<file path="config.mk">
export PLATFORM = sky130hd
export DESIGN_NAME = aoi22_toggle_seq_flat
export DESIGN_NICKNAME = d
export VERILOG_FILES = /design/src/rtl/aoi22_seq_pkg.sv /design/src/rtl/aoi22_toggle_seq_if.sv /design/src/rtl/aoi22_toggle_seq_sat_cnt.sv /design/src/rtl/aoi22_toggle_seq.sv /design/src/flat_wrapper.sv
export SDC_FILE = /design/constraint.sdc
export NUM_CORES = 1
export LEC_CHECK = 0
export CORE_ASPECT_RATIO = 0.75
export CORE_UTILIZATION = 55
export CTS_CLUSTER_DIAMETER = 200
export DETAILED_ROUTE_END_ITERATION = 10
export HOLD_SLACK_MARGIN = 0.1
export PLACE_DENSITY = 0.83
export SLEW_MARGIN = 0
export SYNTH_ARGS = -nofsm -noshare
export SYNTH_HDL_FRONTEND = slang
export SYNTH_SLANG_ARGS = --single-unit
</file>
<file path="constraint.sdc">
create_clock -name CLK -period 2.24 [get_ports CLK]
set_input_delay 0.448 -clock CLK [delete_from_list [all_inputs] [get_ports CLK]]
set_output_delay 0.448 -clock CLK [all_outputs]
set_load 0.02 [all_outputs]
</file>
<file path="src/rtl/aoi22_seq_pkg.sv">
// Shared types, widths and the AOI22 reference function for the toggle sequencer.
package aoi22_seq_pkg;

  typedef enum logic [1:0] {
    ST_IDLE = 2'd0,
    ST_FROM = 2'd1,
    ST_TO   = 2'd2,
    ST_FIN  = 2'd3
  } state_t;

  localparam int P_W   = 8;
  localparam int TOG_W = 8;
  localparam int ERR_W = 10;

  // Expected QN of an AOI22X1 for inputs {IN1, IN2, IN3, IN4} = v[3:0].
  function automatic logic aoi22_ref(input logic [3:0] v);
    return ~((v[3] & v[2]) | (v[1] & v[0]));
  endfunction

endpackage

</file>
<file path="src/rtl/aoi22_toggle_seq_if.sv">
// Bundle between the sequencer (master) and the cell/bench environment (slave).
interface aoi22_toggle_seq_if;
  import aoi22_seq_pkg::*;

  logic             START;
  logic             QN_IN;
  logic             OUT1;
  logic             OUT2;
  logic             OUT3;
  logic             OUT4;
  logic             BUSY;
  logic             DONE;
  logic [TOG_W-1:0] TOGGLES;
  logic [ERR_W-1:0] ERRS;

  modport master (
    input  START, QN_IN,
    output OUT1, OUT2, OUT3, OUT4, BUSY, DONE, TOGGLES, ERRS
  );

  modport slave (
    output START, QN_IN,
    input  OUT1, OUT2, OUT3, OUT4, BUSY, DONE, TOGGLES, ERRS
  );

endinterface

</file>
<file path="src/rtl/aoi22_toggle_seq_sat_cnt.sv">
// Saturating up-counter with synchronous clear; holds at all-ones.
module sat_cnt #(
  parameter int W = 8
) (
  input  logic         i_clk,
  input  logic         i_rst_n,
  input  logic         i_clr,
  input  logic         i_inc,
  output logic [W-1:0] o_cnt
);

  logic [W-1:0] r_cnt;

  // Count register: clear wins over increment, increment stops at the maximum.
  always_ff @(posedge i_clk or negedge i_rst_n) begin
    if (!i_rst_n) begin
      r_cnt <= {W{1'b0}};
    end else if (i_clr) begin
      r_cnt <= {W{1'b0}};
    end else if (i_inc && (r_cnt != {W{1'b1}})) begin
      r_cnt <= r_cnt + {{(W-1){1'b0}}, 1'b1};
    end else begin
      r_cnt <= r_cnt;
    end
  end

  assign o_cnt = r_cnt;

endmodule

</file>
<file path="src/rtl/aoi22_toggle_seq.sv">
// Walks an AOI22X1 through all 256 (from, to) input pairs, checking QN and
// counting QN toggles and mismatches.
module aoi22_toggle_seq
  import aoi22_seq_pkg::*;
#(
  parameter int SETTLE = 2
) (
  input  logic              CLK,
  input  logic              RSTB,
  aoi22_toggle_seq_if.master bus
);

  localparam logic [3:0] L_SETTLE = 4'(SETTLE);

  state_t           r_state;
  logic [P_W-1:0]   r_p;
  logic [3:0]       r_cnt;
  logic [3:0]       r_vec;
  logic             r_qn_from;
  logic             r_busy;
  logic             r_done;

  logic             w_term;
  logic             w_clr;
  logic             w_err_inc;
  logic             w_tog_inc;
  logic [P_W-1:0]   w_p_nxt;
  logic [TOG_W-1:0] w_toggles;
  logic [ERR_W-1:0] w_errs;

  assign w_term  = (r_cnt == 4'd1);
  assign w_p_nxt = r_p + 8'd1;

  // Counter strobes, only on the settle-terminal edge of a vector.
  always_comb begin
    w_clr     = (r_state == ST_IDLE) && bus.START;
    w_err_inc = 1'b0;
    w_tog_inc = 1'b0;
    case (r_state)
      ST_FROM: begin
        if (w_term) begin
          w_err_inc = (bus.QN_IN != aoi22_ref(r_p[7:4]));
        end else begin
          w_err_inc = 1'b0;
        end
      end
      ST_TO: begin
        if (w_term) begin
          w_err_inc = (bus.QN_IN != aoi22_ref(r_p[3:0]));
          w_tog_inc = (bus.QN_IN != r_qn_from);
        end else begin
          w_err_inc = 1'b0;
          w_tog_inc = 1'b0;
        end
      end
      default: begin
        w_err_inc = 1'b0;
        w_tog_inc = 1'b0;
      end
    endcase
  end

  // Sequencer FSM; the edge that applies a vector also reloads the settle counter.
  always_ff @(posedge CLK or negedge RSTB) begin
    if (!RSTB) begin
      r_state   <= ST_IDLE;
      r_p       <= {P_W{1'b0}};
      r_cnt     <= 4'd0;
      r_vec     <= 4'd0;
      r_qn_from <= 1'b0;
      r_busy    <= 1'b0;
      r_done    <= 1'b0;
    end else begin
      case (r_state)
        ST_IDLE: begin
          r_done <= 1'b0;
          r_vec  <= 4'd0;
          if (bus.START) begin
            r_state <= ST_FROM;
            r_busy  <= 1'b1;
            r_p     <= {P_W{1'b0}};
            r_cnt   <= L_SETTLE;
          end else begin
            r_busy <= 1'b0;
          end
        end
        ST_FROM: begin
          if (w_term) begin
            r_qn_from <= bus.QN_IN;
            r_vec     <= r_p[3:0];
            r_cnt     <= L_SETTLE;
            r_state   <= ST_TO;
          end else begin
            r_cnt <= r_cnt - 4'd1;
          end
        end
        ST_TO: begin
          if (w_term && (r_p == 8'd255)) begin
            r_vec   <= 4'd0;
            r_busy  <= 1'b0;
            r_done  <= 1'b1;
            r_state <= ST_FIN;
          end else if (w_term) begin
            r_p     <= w_p_nxt;
            r_vec   <= w_p_nxt[7:4];
            r_cnt   <= L_SETTLE;
            r_state <= ST_FROM;
          end else begin
            r_cnt <= r_cnt - 4'd1;
          end
        end
        ST_FIN: begin
          r_done  <= 1'b0;
          r_state <= ST_IDLE;
        end
        default: begin
          r_state <= ST_IDLE;
          r_vec   <= 4'd0;
          r_busy  <= 1'b0;
          r_done  <= 1'b0;
        end
      endcase
    end
  end

  sat_cnt #(.W(TOG_W)) u_tog_cnt (
    .i_clk   (CLK),
    .i_rst_n (RSTB),
    .i_clr   (w_clr),
    .i_inc   (w_tog_inc),
    .o_cnt   (w_toggles)
  );

  sat_cnt #(.W(ERR_W)) u_err_cnt (
    .i_clk   (CLK),
    .i_rst_n (RSTB),
    .i_clr   (w_clr),
    .i_inc   (w_err_inc),
    .o_cnt   (w_errs)
  );

  assign bus.OUT1    = r_vec[3];
  assign bus.OUT2    = r_vec[2];
  assign bus.OUT3    = r_vec[1];
  assign bus.OUT4    = r_vec[0];
  assign bus.BUSY    = r_busy;
  assign bus.DONE    = r_done;
  assign bus.TOGGLES = w_toggles;
  assign bus.ERRS    = w_errs;

endmodule

</file>
<file path="src/flat_wrapper.sv">
// flat-port wrapper written by rule: the top's interface ports become plain ports
module aoi22_toggle_seq_flat import aoi22_seq_pkg::*;
#(
  parameter int SETTLE = 2
)
  (CLK, RSTB, bus_START, bus_QN_IN, bus_OUT1, bus_OUT2, bus_OUT3, bus_OUT4, bus_BUSY, bus_DONE, bus_TOGGLES, bus_ERRS);
  aoi22_toggle_seq_if bus_i ();
  input  logic CLK;
  input  logic RSTB;
  input wire logic [$bits(bus_i.START)-1:0] bus_START;
  input wire logic [$bits(bus_i.QN_IN)-1:0] bus_QN_IN;
  output wire logic [$bits(bus_i.OUT1)-1:0] bus_OUT1;
  output wire logic [$bits(bus_i.OUT2)-1:0] bus_OUT2;
  output wire logic [$bits(bus_i.OUT3)-1:0] bus_OUT3;
  output wire logic [$bits(bus_i.OUT4)-1:0] bus_OUT4;
  output wire logic [$bits(bus_i.BUSY)-1:0] bus_BUSY;
  output wire logic [$bits(bus_i.DONE)-1:0] bus_DONE;
  output wire logic [$bits(bus_i.TOGGLES)-1:0] bus_TOGGLES;
  output wire logic [$bits(bus_i.ERRS)-1:0] bus_ERRS;
  assign bus_i.START = bus_START;
  assign bus_i.QN_IN = bus_QN_IN;
  assign bus_OUT1 = bus_i.OUT1;
  assign bus_OUT2 = bus_i.OUT2;
  assign bus_OUT3 = bus_i.OUT3;
  assign bus_OUT4 = bus_i.OUT4;
  assign bus_BUSY = bus_i.BUSY;
  assign bus_DONE = bus_i.DONE;
  assign bus_TOGGLES = bus_i.TOGGLES;
  assign bus_ERRS = bus_i.ERRS;
  aoi22_toggle_seq #(.SETTLE(SETTLE)) u_core (.CLK(CLK), .RSTB(RSTB), .bus(bus_i));
endmodule
</file>
==> results.py, run 1 <==
metrics = {
    "yosys": {
        "yosysSeqAreaShare_pct": 42.5,
        "syn_nets": 260,
        "ys_seq_elements": 39,
        "ys_warn_count": 0,
        "ys_types": 46,
        "synth_edf_count": 0,
        "syn_avg_cell_area_um2": 9.34,
        "syn-instance-count": 246,
        "synthArstFlopShare_pct": 100,
        "synth.cell_area_um2": 2300,
        "ys.flop_type": "dfrtp_1",
    },
    "clocking": {
        "numCtsBuffers": 5,
        "cts_tree": "built",
        "path_clk_slew_ns": 0.07,
        "htreeDepth": 2,
        "cts_sinks": 39,
        "clock_path_buffers": 2,
        "insertion_delay_ns": 0.28,
        "clockRootBuffer": "clkbuf_8",
    },
    "timing": {
        "worst_hold_slack_ns": 0.521,
        "min_period_ns": 2.17,
        "relSlewSlack_pct": 58.3,
        "period_share_pct": 97.0,
        "setup_tns_ns": 0,
        "slew_viol_final": 0,
        "hold_violations": 0,
        "clock-skew-final_ns": 0.00388,
        "tightest_slew_ns": 0.620,
        "rsz0062_at_grt": "no",
        "fmax_ghz": 0.460,
        "setup_viol": 0,
    },
    "global_route": {
        "grt_max_degree": 20,
        "globalRouteTotalUtil_pct": 26.2,
        "grt_overflow": 0,
        "grt_pass1_wl_um": 9110,
        "grt_pass1_vias": 1876,
        "antenna_found_initial": 0,
    },
    "placed_design": {
        "finalWeightedCongestion": 0.909,
        "hpwl_um": 3920,
        "port_buffers": 27,
    },
    "die": {
        "start_util_pct": 60.0,
        "ios": 28,
        "placementRows": 19,
        "dieArea_um2": 4440,
        "die_w_um": 76.6,
        "die_y_um": 58.0,
        "core-area_um2": 3830,
    },
    "power_and_ir_drop": {
        "p_comb_share_pct": 48.9,
        "swShare_pct": 42.5,
        "ir_worst_vdd_mv": 0.653,
        "power_frac_clock_pct": 17.7,
        "pwr_density_cell_nw_per_um2": 1030,
        "intPower_mw": 1.67,
        "seq_power_share_pct": 33.5,
        "power_leakage_nw": 1.21,
        "p_switching_mw": 1.23,
    },
    "setup_path": {
        "cp_cell_sequence": "inv_1 -> ha_1 -> a221oi_2 -> a21oi_1 -> xor2_1 -> buf_4 -> or4_1 -> a21oi_1",
        "cp_num_buf_inv": 2,
        "crit_type": "flip-flop to flip-flop",
        "worst-endpoint-arrival_ns": 2.38,
        "cp-start-kind": "flip-flop",
        "slowest_delay_ns": 0.51,
        "cpMaxStageDelayCell": "or4_1",
        "crit_top_cell": "a21oi_1",
        "worstPathRequired_ns": 2.44,
        "critPathMaxFanout": 19,
        "endpoint_kind": "flip-flop",
        "critical_path.top_delay_family": "simple AND/OR/NAND/NOR gates",
    },
    "cells_and_area": {
        "antenna_cells": 0,
        "fin_util_pct": 73.5,
        "mostFrequentLayoutCell": "dfrtp_1",
        "final_cell_mix": "dfrtp_1, clkdlybuf4s50_1, nor2_1, a21oi_1",
        "final_nets": 302,
        "syn2layout_area_growth_pct": 22.5,
        "layout-drive-gt1-share_pct": 11.4,
    },
    "status": {
        "status": "completed",
    },
    "worst_hold_path": {
        "hold_class": "input port to async pin",
    },
    "route": {
        "final_antenna_net_count": 0,
        "via_per_inst": 5.97,
        "drc_errors": 0,
        "drtPass1Iterations": 4,
        "num_vias": 2035,
        "wirelength_um": 5370,
        "avgRoutedWirePerCell_um": 15.7,
        "drt_iter0_drc": 215,
    },
    "flow_run": {
        "maxCapViolCount": 0,
    },
}
through the flow:
stage | power, mW | area (um^2) | setup WS (ns) | instances
5_1_grt | 3.12 | 2810 | 0.00191 | 341
6_report | 2.90 | 2810 | 0.0681 | 341
2_1_floorplan | 1.85 | 2300 | 0.104 | 246
3_3_place_gp | 2.30 | 2690 | 0.151 | 331
4_1_cts | 2.88 | 2800 | 0.0291 | 340
3_5_place_dp | 2.36 | 2690 | 0.0791 | 331
cells in the mapped netlist (2+ instances only):
cell	n	area (um^2)
xor2_1	8	70.1
and4_1	3	26.3
or4_1	7	52.6
and3_1	3	18.8
buf_6	2	22.5
nor3_1	3	15.0
or3_1	4	25.0
buf_2	4	20.0
a21oi_1	18	90.1
xnor2_1	5	43.8
mux2_2	2	22.5
dfrtp_1	39	976
mux2i_1	3	30.0
nor4_1	2	12.5
and2_1	5	31.3
ha_1	10	125
inv_1	10	37.5
clkbuf_1	3	11.3
nand2_1	17	63.8
a22o_1	2	17.5
nor2_1	20	75.1
o31ai_1	8	60.1
nand3_1	14	70.1
a31oi_1	3	18.8
o21ai_1	4	20.0
nand4_1	12	75.1
o21ai_0	16	80.1
final cells by class:
class / instances / area, um^2
multi-input cells: 187 / 1230
clock buffers: 8 / 100
well taps: 52 / 65.1
repair buffers: 45 / 403
fillers: 295 / 1010
flip-flops and latches: 39 / 976
inverters: 10 / 37.5
cell families after synthesis:
logic type               Yosys count  share of synthesized area, %
AND/OR/NAND/NOR                   99                          24.5
flip-flops                        39                          42.5
XOR/XNOR                          13                          4.96
adder cells (fa/ha/maj)           10                          5.45
multiplexers                       6                          2.78
AO/OA/AOI/OAI                     59                          15.7
buffers and inverters             20                          4.14
power groups by stage:
stage | sequential (mW) | clock [mW] | combinational, mW
finish | 0.972 | 0.513 | 1.42
global route | 0.988 | 0.556 | 1.57
CTS | 0.968 | 0.522 | 1.39
detailed placement | 0.982 | 0 | 1.38
global placement | 0.969 | 0 | 1.33
floorplan | 1.03 | 0 | 0.816
what timing repair did:
action | 4_1_cts | 5_1_grt
setup endpoints to repair | 0 | 6
hold endpoints to repair | 6 | 0
resized for setup | 0 | 1
hold buffers | 1 | 0
setup buffers | 0 | 1
routing by layer:
layer	up-vias	GRT usage, %	share of wire (%)
met4	0	5.77	0.73
met3	4	4.88	6.9
met5	-	0	0
met1	970	39.1	48
met2	73	39.8	44
li1	988	-	-
path summary, 6_finish.rpt:
check | startpoint | end | slack [ns] | cells after the start
worst max-delay path | u_core.r_state[0] | u_core.u_err_cnt.o_cnt[8] | 0.07 | 8
worst max register to register | u_core.r_state[0] | u_core.u_err_cnt.o_cnt[8] | 0.07 | 8
min in group CLK | u_core.bus.DONE | u_core.bus.DONE | 0.52 | 2
worst min-delay path | RSTB | u_core.r_vec[1] | 0.52 | 2
max in group asynchronous | RSTB | u_core.u_err_cnt.o_cnt[1] | 1.26 | 3
worst min register to register | u_core.bus.DONE | u_core.bus.DONE | 0.52 | 2
flip-flops by register name, indices dropped and copies added (netlist names):
register	flops
u_core.r_qn_from	1
u_core.u_err_cnt.o_cnt	10
u_core.r_vec	4
u_core.r_state	2
u_core.r_p	8
u_core.bus.BUSY	1
u_core.r_cnt	4
u_core.bus.DONE	1
u_core.u_tog_cnt.o_cnt	8
Power figures use the tool's default switching activity.
==> run 2: changes to the inputs <==
--- a/config.mk
+++ b/config.mk
@@ -9,8 +9,10 @@
 export CORE_UTILIZATION = 55
 export CTS_CLUSTER_DIAMETER = 200
 export DETAILED_ROUTE_END_ITERATION = 10
+export GPL_TIMING_DRIVEN = 1
 export HOLD_SLACK_MARGIN = 0.1
 export PLACE_DENSITY = 0.83
+export REMOVE_ABC_BUFFERS = 1
 export SLEW_MARGIN = 0
 export SYNTH_ARGS = -nofsm -noshare
 export SYNTH_HDL_FRONTEND = slang
==> run 2 against run 1 <==
Global-route usage down 0.70 points. First-iteration DRC count fell by 9.3%. Clock-buffer cell count is 1 lower. Clock skew is 0.0040 ns higher. Total power down 2.7%. Sequential power down 0.7%. Critical endpoint is now u_core.u_err_cnt.o_cnt[7]. Largest power group unchanged.
==> results.py, run 2 (synthesized netlist as in run 1, its figures left out) <==
metrics = {
    "setup_path": {
        "critical_path.top_delay_family": "simple AND/OR/NAND/NOR gates",
        "slowest_delay_ns": 0.47,
        "cpMaxStageDelayCell": "or4_1",
        "endpoint_kind": "flip-flop",
        "cp_cell_sequence": "ha_1 -> and3_1 -> and4_1 -> nand2b_4 -> or4_1 -> a21oi_1",
        "cp-start-kind": "flip-flop",
        "cp_num_buf_inv": 0,
        "crit_type": "flip-flop to flip-flop",
        "worst-endpoint-arrival_ns": 2.31,
        "worstPathRequired_ns": 2.46,
        "critPathMaxFanout": 11,
    },
    "power_and_ir_drop": {
        "p_comb_share_pct": 49.7,
        "swShare_pct": 43.2,
        "intPower_mw": 1.60,
        "p_switching_mw": 1.22,
        "pwr_density_cell_nw_per_um2": 1020,
        "power_leakage_nw": 1.18,
        "seq_power_share_pct": 34.1,
        "power_frac_clock_pct": 16.1,
        "ir_worst_vdd_mv": 0.684,
    },
    "global_route": {
        "globalRouteTotalUtil_pct": 25.5,
        "grt_max_degree": 20,
        "antenna_found_initial": 0,
        "grt_overflow": 0,
        "grt_pass1_wl_um": 8700,
        "grt_pass1_vias": 1831,
    },
    "route": {
        "avgRoutedWirePerCell_um": 15.5,
        "drtPass1Iterations": 5,
        "drc_errors": 0,
        "final_antenna_net_count": 0,
        "wirelength_um": 5210,
        "num_vias": 2044,
        "drt_iter0_drc": 195,
        "via_per_inst": 6.07,
    },
    "timing": {
        "clock-skew-final_ns": 0.00785,
        "slew_viol_final": 0,
        "period_share_pct": 93.4,
        "min_period_ns": 2.09,
        "setup_viol": 0,
        "relSlewSlack_pct": 64.6,
        "setup_tns_ns": 0,
        "fmax_ghz": 0.478,
        "tightest_slew_ns": 0.526,
        "hold_violations": 0,
        "worst_hold_slack_ns": 0.501,
    },
    "clocking": {
        "path_clk_slew_ns": 0.08,
        "cts_sinks": 39,
        "htreeDepth": 2,
        "insertion_delay_ns": 0.29,
        "clockRootBuffer": "clkbuf_8",
        "clock_path_buffers": 2,
        "numCtsBuffers": 5,
        "cts_tree": "built",
    },
    "cells_and_area": {
        "finalNonFillerCells": 337,
        "layout-drive-gt1-share_pct": 11.2,
        "final_cell_mix": "dfrtp_1, clkdlybuf4s50_1, nor2_1, a21oi_1, nand2_1",
        "syn2layout_area_growth_pct": 20.9,
        "largest_reg_flops": 10,
        "mostFrequentLayoutCell": "dfrtp_1",
        "antenna_cells": 0,
        "fin_util_pct": 72.5,
        "final_nets": 298,
    },
    "die": {
        "core-area_um2": 3830,
        "placementRows": 19,
        "ios": 28,
        "die_y_um": 58.0,
        "start_util_pct": 60.0,
        "die_w_um": 76.6,
        "dieArea_um2": 4440,
    },
    "placed_design": {
        "finalWeightedCongestion": 0.927,
        "dpl.cell_count": 327,
        "port_buffers": 27,
        "hpwl_um": 3790,
    },
    "flow_run": {
        "maxCapViolCount": 0,
    },
    "worst_hold_path": {
        "hold_class": "flip-flop to flip-flop",
    },
    "status": {
        "status": "completed",
    },
}
## run 2: cell types whose count changed in the layout (fill, tap and decap cells not counted), sizes merged
cell,before,now
clkbuf,8,7
clkinv,0,1
buf,18,14
## run 2: layer usage
layer / track usage, % / part of all wire (%)
met5: 0 / 0
met1: 37.1 / 48
met4: 7.69 / 0.84
met3: 5.20 / 6.4
met2: 38.7 / 45
## run 2: cell type report
cell class                      instances  area [um^2]
Tap cell                               52         65.1
Timing Repair Buffer                   41          373
Fill cell                             284         1050
Clock buffer                            7         76.3
Clock inverter                          1         5.00
Inverter                               10         37.5
Multi-Input combinational cell        187         1240
Sequential cell                        39          976
## run 2: what timing repair did
item                                    in CTS  in global routing
resized for setup                            0                  5
hold endpoints to repair                    11                  0
hold buffers                                 1                  0
setup buffers                                0                  1
endpoints found under the setup margin       0                  6
## run 2: stage by stage
step	setup slack [ns]	total power, mW	area [um^2]
2_1_floorplan	-0.0338	1.81	2240
3_3_place_gp	0.149	2.28	2660
3_5_place_dp	0.0442	2.32	2660
4_1_cts	0.0283	2.78	2750
5_1_grt	-0.0233	3.03	2780
6_report	0.148	2.83	2780
## run 2: tightest hold or removal path: stages (launching register included)
cell	delay, ns
dfrtp_1	0.34
o21ai_0	0.08
nand2_1	0.06
## run 2: final timing paths
kind                                           start                        end  slack, ns  depth (start not counted)
max in group asynchronous                       RSTB          u_core.r_state[1]       1.16                          3
hold reg to reg                      u_core.r_vec[0]            u_core.r_vec[0]       0.50                          2
min in group asynchronous                       RSTB  u_core.u_err_cnt.o_cnt[6]       0.57                          2
setup reg to reg           u_core.u_err_cnt.o_cnt[0]  u_core.u_err_cnt.o_cnt[7]       0.15                          6
setup / recovery           u_core.u_err_cnt.o_cnt[0]  u_core.u_err_cnt.o_cnt[7]       0.15                          6
hold / removal                       u_core.r_vec[0]            u_core.r_vec[0]       0.50                          2
## run 2: power by group through the flow
stage,logic (mW),clock network [mW],registers (mW)
6_report,1.41,0.456,0.965
5_1_grt,1.54,0.507,0.986
4_1_cts,1.35,0.469,0.963
3_5_place_dp,1.34,0,0.976
3_3_place_gp,1.31,0,0.969
2_1_floorplan,0.773,0,1.03
